==> src/rtl/rr_arbiter.sv <==
// Four-requester round-robin arbiter with a bounded grant quantum.
// Grants are registered and one-hot. Every release or revocation passes
// through one all-zero turnaround cycle. A holder that has used its full
// quantum is revoked when another requester is waiting.
module rr_arbiter #(
   parameter int unsigned QUANTUM = 4
) (
   input  logic       i_clock,
   input  logic       i_rst_n,
   input  logic       i_req0,
   input  logic       i_req1,
   input  logic       i_req2,
   input  logic       i_req3,
   output logic       o_gnt0,
   output logic       o_gnt1,
   output logic       o_gnt2,
   output logic       o_gnt3,
   output logic [1:0] o_gnt_id,
   output logic       o_busy,
   output logic       o_expire
);

   localparam logic [3:0] LP_QUANTUM = 4'(QUANTUM);

   typedef enum logic [0:0] {
      StIdle,
      StGrant
   } state_t;

   state_t     r_state;
   state_t     w_state_nxt;
   logic [3:0] r_gnt;
   logic [3:0] w_gnt_nxt;
   logic [1:0] r_last;
   logic [1:0] w_last_nxt;
   logic [3:0] r_cnt;
   logic [3:0] w_cnt_nxt;
   logic       r_busy;
   logic       w_busy_nxt;
   logic       r_expire;
   logic       w_expire_nxt;

   logic [3:0] w_req;
   logic [3:0] w_hold_mask;
   logic       w_others;
   logic       w_win_vld;
   logic [1:0] w_win_idx;

   assign w_req       = {i_req3, i_req2, i_req1, i_req0};
   assign w_hold_mask = 4'b0001 << r_last;
   // Any requester other than the current holder is waiting.
   assign w_others    = |(w_req & ~w_hold_mask);

   // Circular search starting just after the last grant, so the last holder
   // ends up with the lowest priority.
   always_comb begin
      logic [1:0] v_idx;
      w_win_vld = 1'b0;
      w_win_idx = 2'd0;
      v_idx     = 2'd0;
      for (int i = 1; i <= 4; i++) begin
         v_idx = r_last + 2'(i);
         if (!w_win_vld && w_req[v_idx]) begin
            w_win_vld = 1'b1;
            w_win_idx = v_idx;
         end
      end
   end

   // Next-state and registered-output decode.
   always_comb begin
      w_state_nxt  = r_state;
      w_gnt_nxt    = r_gnt;
      w_last_nxt   = r_last;
      w_cnt_nxt    = r_cnt;
      w_expire_nxt = 1'b0;
      case (r_state)
         StIdle: begin
            w_gnt_nxt = 4'b0000;
            if (w_win_vld) begin
               w_state_nxt = StGrant;
               w_gnt_nxt   = 4'b0001 << w_win_idx;
               w_last_nxt  = w_win_idx;
               w_cnt_nxt   = 4'd1;
            end
         end
         StGrant: begin
            if (!w_req[r_last]) begin
               // Voluntary release never pulses expire, even at full quantum.
               w_state_nxt = StIdle;
               w_gnt_nxt   = 4'b0000;
            end else if (r_cnt < LP_QUANTUM) begin
               w_cnt_nxt = r_cnt + 4'd1;
            end else if (w_others) begin
               w_state_nxt  = StIdle;
               w_gnt_nxt    = 4'b0000;
               w_expire_nxt = 1'b1;
            end
            // Otherwise no contention: keep the grant, counter saturated.
         end
         default: begin
            w_state_nxt = StIdle;
            w_gnt_nxt   = 4'b0000;
         end
      endcase
      w_busy_nxt = |w_gnt_nxt;
   end

   // State and output registers; reset clears outputs without a clock edge.
   always_ff @(posedge i_clock or negedge i_rst_n) begin
      if (!i_rst_n) begin
         r_state  <= StIdle;
         r_gnt    <= 4'b0000;
         r_last   <= 2'd3;
         r_cnt    <= 4'd0;
         r_busy   <= 1'b0;
         r_expire <= 1'b0;
      end else begin
         r_state  <= w_state_nxt;
         r_gnt    <= w_gnt_nxt;
         r_last   <= w_last_nxt;
         r_cnt    <= w_cnt_nxt;
         r_busy   <= w_busy_nxt;
         r_expire <= w_expire_nxt;
      end
   end

   assign o_gnt0   = r_gnt[0];
   assign o_gnt1   = r_gnt[1];
   assign o_gnt2   = r_gnt[2];
   assign o_gnt3   = r_gnt[3];
   assign o_gnt_id = r_last;
   assign o_busy   = r_busy;
   assign o_expire = r_expire;

endmodule

==> config.mk <==
export PLATFORM = sky130hd
export DESIGN_NAME = rr_arbiter
export DESIGN_NICKNAME = d
export VERILOG_FILES = /design/src/rtl/rr_arbiter.sv
export SDC_FILE = /design/constraint.sdc
export NUM_CORES = 1
export LEC_CHECK = 0
export BUFFER_PORTS_ARGS = -buffer_cell sky130_fd_sc_hd__buf_2
export CORE_MARGIN = 5
export CORE_UTILIZATION = 55
export CTS_BUF_LIST = sky130_fd_sc_hd__clkbuf_8
export CTS_CLUSTER_DIAMETER = 200
export DETAILED_ROUTE_END_ITERATION = 6
export PLACE_DENSITY = 0.77
export SLEW_MARGIN = 40
export SYNTH_ARGS = -nofsm -noshare
export SYNTH_HDL_FRONTEND = slang
export SYNTH_SLANG_ARGS = --single-unit
==> constraint.sdc <==
create_clock -name i_clock -period 6.3 [get_ports i_clock]
set_clock_uncertainty 0.2 [all_clocks]
set_input_delay 1.26 -clock i_clock [delete_from_list [all_inputs] [get_ports i_clock]]
set_output_delay 1.26 -clock i_clock [all_outputs]
set_load 0.02 [all_outputs]
Yosys cells after proc, flatten, opt, wreduce, memory -nomap -nowiden
Index checks and enable logic that the tools add are counted.
{"block": "classes", "n_addsub": 4, "n_lt_le_gt_ge": 5, "n_eq_ne": 3, "shift": 2, "mux": 34, "n_bitwise": 3, "reduce_logical": 10}
{"cell": "$mux W4", "count": 7}
{"cell": "$mux W1", "count": 16}
{"cell": "$pmux W4 S2", "count": 2}
{"cell": "$lt A2 B3 Y1 const B", "count": 4}
{"cell": "$bmux W1 S2", "count": 4}
{"cell": "$mux W2", "count": 4}
{"cell": "$reduce_or A4 Y1", "count": 2}
{"cell": "$shl A1 B2 Y4 const A", "count": 2}
{"cell": "$add A2 B2 Y2 const B", "count": 2}
{"cell": "$add A4 B1 Y4 const B", "count": 1}
{"cell": "$and A4 B4 Y4", "count": 1}
{"cell": "$lt A4 B3 Y1 const B", "count": 1}
{"cell": "$ne A2 B1 Y1 const B", "count": 2}
{"cell": "$not A4 Y4", "count": 1}
{"cell": "$logic_and A1 B1 Y1", "count": 3}
{"cell": "$logic_not A1 Y1", "count": 3}
{"cell": "$reduce_and A3 Y1", "count": 1}
{"cell": "$add A2 B1 Y2 const B", "count": 1}
{"cell": "$ne A2 B2 Y1 const B", "count": 1}
{"cell": "$pmux W1 S2", "count": 1}
{"cell": "$reduce_and A2 Y1", "count": 1}
{"cell": "$not A1 Y1", "count": 1}
{"block": "totals", "register_bits": 13, "input_bits": 6, "out_inout_bits": 8, "wordCells": 67}

Logic depth before layout (Yosys ltp)
{"block": "logic_depth", "depth_word": 17, "depth_mapped": 9, "ltp_nobuf": 7}

Worst setup path before layout
OpenSTA, ideal clock, no wires.
{"block": "synth_path", "path_type": "reg2reg", "startpoint": "register r_last[1], in the netlist o_gnt_id[1]", "endpoint": "register r_gnt[3]", "setup_time_ns": 0.122, "arrival_ns": 2.436, "required_ns": 5.978, "setup_slack_ns": 3.543, "path_stages_with_launch": 9, "n_path_buf": 2, "path_cell_list": "dfstp_2 > buf_6 > inv_2 > ha_1 > clkbuf_1 > mux2i_1 > o32ai_1 > or4_1 > a32o_1"}
{"block": "synth_via", "elab_chain_cells": 16, "elab_cells_between_ends": 35, "classes_between": "3 x add/sub; 2 x shift; 21 x mux; 2 x bitwise; 7 x reduce/logical"}
{"item": "start: declaration", "line_no": "34", "source": "logic [1:0] r_last;"}
{"item": "start signal: assignment", "line_no": "121", "source": "r_last <= w_last_nxt;"}
{"item": "$add A2 B1 Y2", "line_no": "62", "source": "v_idx = r_last + 2'(i);"}
{"item": "$bmux W1 S2", "line_no": "63", "source": "if (!w_win_vld && w_req[v_idx]) begin"}
{"item": "$mux W1 (implied by the code)", "line_no": "63"}
{"item": "$mux W1", "line_no": "63"}
{"item": "$logic_not A1 Y1", "line_no": "63"}
{"item": "$logic_and A1 B1 Y1", "line_no": "63"}
{"item": "$mux W1", "line_no": "63"}
{"item": "$logic_not A1 Y1", "line_no": "63"}
{"item": "$logic_and A1 B1 Y1", "line_no": "63"}
{"item": "$mux W1", "line_no": "63"}
{"item": "$logic_not A1 Y1", "line_no": "63"}
{"item": "$logic_and A1 B1 Y1", "line_no": "63"}
{"item": "$mux W2", "line_no": "63"}
{"item": "$shl A1 B2 Y4", "line_no": "82", "source": "w_gnt_nxt = 4'b0001 << w_win_idx;"}
{"item": "$mux W4", "line_no": "80", "source": "if (w_win_vld) begin"}
{"item": "$pmux W4 S2 *", "line_no": "77", "source": "case (r_state)"}
{"item": "named net w_gnt_nxt[3]", "line_no": "33", "source": "logic [3:0] w_gnt_nxt;"}
{"item": "end signal: assignment", "line_no": "120", "source": "r_gnt <= w_gnt_nxt;"}
{"item": "end: declaration", "line_no": "32", "source": "logic [3:0] r_gnt;"}
Mark *: on every way through the listed nets, which the timed path passes. The rest lies on a longest branch. The select of a mux whose other input is x is not followed.
A chain may end at the register's enable or synchronous reset.

Worst setup path in the final report
{"block": "layout_path", "startpoint": "register r_last[0], in the netlist o_gnt_id[0]", "endpoint": "register r_gnt[3]"}
Same word-level chain as after synthesis.

==> impl_results.md <==
- Final GP Congestion: 0.8716
- CTS H-tree depth: 1
- Slew HR: 55.47%
- Commonest cells after routing, fill and taps aside: buf_2, dfrtp_1, nand2_1
- Netlist cell types: between 50 and 60
- Commonest non-fill, non-tap cell in the layout: buf_2
- Die area: between 2000 and 3000 um2
- Setup bufs post-CTS: 0
- Total GRT Usage: 17.03%
- Unrepaired setup endpoints after global routing: no
- Area growth syn-to-layout: 8.284%
- CP Max Fanout: 17
- Post-Synthesis Cells: 112
- Met3 Track Usage GR: 5.817%
- DR vias: 902
- Dpl cells: 142
- DRC viols: 0
- CTS root buf: clkbuf_8
- Place WS: roughly 3.3 ns
- ANT cells: 0
- CP Data Arrival Time: 2.74 ns
- Worst Tran Pin Value: 0.6607 ns
- Startpoint Class: flop
- Die H: 53.85 um
- Fin Setup TNS: 0 ns
- CTS max path bufs: 2
- Max Freq: 356.0 MHz
- Worst path slowest cell: dfstp_2
- Pwr dens: approximately 510 nW/um2
- Core footprint: 1783 um2
- First-pass GRT wire length: 3.519 mm
- YS warnings: 0
- DRT iter0 DRCs: 26
- Share of cells above drive strength 1: 24.79%
- P_leak: between 0.5 and 0.6 nW
- Wire per inst: 14.91 um
- Number of global-route vias before repair: 763
- Met2 usage: 24.19%
- Routed Antenna Nets: 0
- Max Cap Viol: 0
- Synthesis-stage register bit count: 13
- Slew Viols, Final: 0
- HP Class: flop to flop
- Clock insertion delay at the later pin of the skew report: 0.24 ns
- I/O pins: 14
- GRT Residual Overflow: 0
- Vias per Instance: 6.178
- Clock Sinks: 13
- Antenna violations before repair: 0
- DR pass1 iterations: 4
- Worst path max stage delay: approximately 0.75 ns
- Worst-path cell chain: inv_4, ha_1, mux2i_1, o32ai_1, or4_1, a32o_1
- CTS tree: done
- CP Capture Type: flop
- EDFF count, synth: 0
- Global Route met1 Usage: roughly a quarter
- Non-Filler Instances: about 150
- Clock buffer count from CTS: 3
- Min cycle time layout: between 2 and 3 ns
- Clock transition at path regs: approximately 0.050 ns
- CTS Hold Bufs: 0
- Post-CTS Resized: 0
- Status: completed
- Nets: between 100 and 150
- Endpoints failing setup: 0
- Fin crit share: 44.59%
- Grt peak-use layer: met2
- Pin count of the biggest net entering global routing: 18
- Sequential-to-total area share from yosys stat: 31.01%
- Die W: 53.85 um
- Setup CP Type: flop to flop
- Fraction of registers with async set/reset: 100.0%
- WL final: 2.177 mm
- Top FF cell, synth: dfrtp_1
- Worst EP required: a little over 6 ns
- Final setup margin: 3.491 ns
- Worst vdd ir: approximately 0.24 mV
- Syn_area_per_cell: between 9 and 10 um2
- Syn_nets: 123
- I/O Buffers: 13
- Initial Util: 59.30%
- Hpwl dp: 1.541 mm
- Cell Rows: 15
- Final Hold Fails: 0
- Area of the mapped netlist: roughly 1100 um2
worst paths after layout:
path                                   from           to  slack [ns]  depth (start not counted)
worst max-delay path            o_gnt_id[0]     r_gnt[3]        3.49                          6
worst min-delay path               r_cnt[2]     r_cnt[2]        0.31                          1
worst max register to register  o_gnt_id[0]     r_gnt[3]        3.49                          6
worst min register to register     r_cnt[2]     r_cnt[2]        0.31                          1
max in group asynchronous           i_rst_n  o_gnt_id[1]        4.94                          1
min in group asynchronous           i_rst_n     r_cnt[0]        0.69                          1
where the power goes:
part           total [mW]  switching [mW]  internal, mW  leakage, nW
registers           0.178          0.0560         0.122        0.162
clock network      0.0724          0.0294        0.0430       0.0269
logic               0.334           0.185         0.149        0.320
total               0.584           0.270         0.314        0.509
state kept, by name, summed over array words and instances (netlist names):
register,flops
r_gnt,4
o_busy,1
r_state,1
o_gnt_id,2
o_expire,1
r_cnt,4
per-stage QoR:
stage | cell area, um2 | util, % | hold WS [ns] | total power [mW]
2_1_floorplan | 1057 | - | 0.2648 | 0.4476
3_3_place_gp | 1100 | 61.68 | 0.2791 | 0.5038
3_5_place_dp | 1100 | 61.68 | 0.2975 | 0.5098
4_1_cts | 1145 | 64.21 | 0.3092 | 0.5852
5_1_grt | 1145 | 64.21 | 0.3343 | 0.6286
6_report | 1145 | 64.21 | 0.3098 | 0.5844
critical path: cells and delay by family, from the launching register on:
family / cells / cell delay [ns]
flops: 1 / 0.75
simple gates: 1 / 0.54
fa+ha+maj: 1 / 0.48
compound gates: 2 / 0.40
mux: 1 / 0.22
buf+inv: 1 / 0.11
layout make-up:
type | instances | area (um2)
Clock buffer | 3 | 41.29
Sequential cell | 13 | 327.8
Clock inverter | 1 | 3.754
Multi-Input combinational cell | 86 | 654.4
Timing Repair Buffer | 13 | 65.06
Tap cell | 25 | 31.28
Inverter | 5 | 21.27
Fill cell | 165 | 638.1
routing by layer:
layer	share of wire (%)	up-vias
met2	44	30
met3	6.7	6
li1	-	441
met1	47	425
met4	1.7	0
met5	0	-
logic make-up after synthesis:
logic type	Yosys count	share of synthesized area, %
muxes	7	7.929
xor gates and xnor gates	1	0.8286
AOI/OAI and AO/OA	36	27.10
buffers and inverters	13	7.100
adders and majority gates	5	5.917
and+or+nand+nor	37	20.12
DFF	13	31.01
Yosys cell counts (3+ instances only):
| library cell | instances | area share (%) |
|---|---|---|
| mux2i_1 | 5 | 4.7 |
| dfrtp_1 | 11 | 26 |
| nand2b_1 | 4 | 2.4 |
| nor2b_1 | 3 | 1.8 |
| o31ai_1 | 3 | 2.1 |
| buf_2 | 4 | 1.9 |
| a21oi_1 | 7 | 3.3 |
| nor2_1 | 5 | 1.8 |
| ha_1 | 5 | 5.9 |
| nand2_1 | 9 | 3.2 |
| o21ai_0 | 7 | 3.3 |
| inv_1 | 3 | 1.1 |
Note: power is estimated with default switching activity, not from simulation.
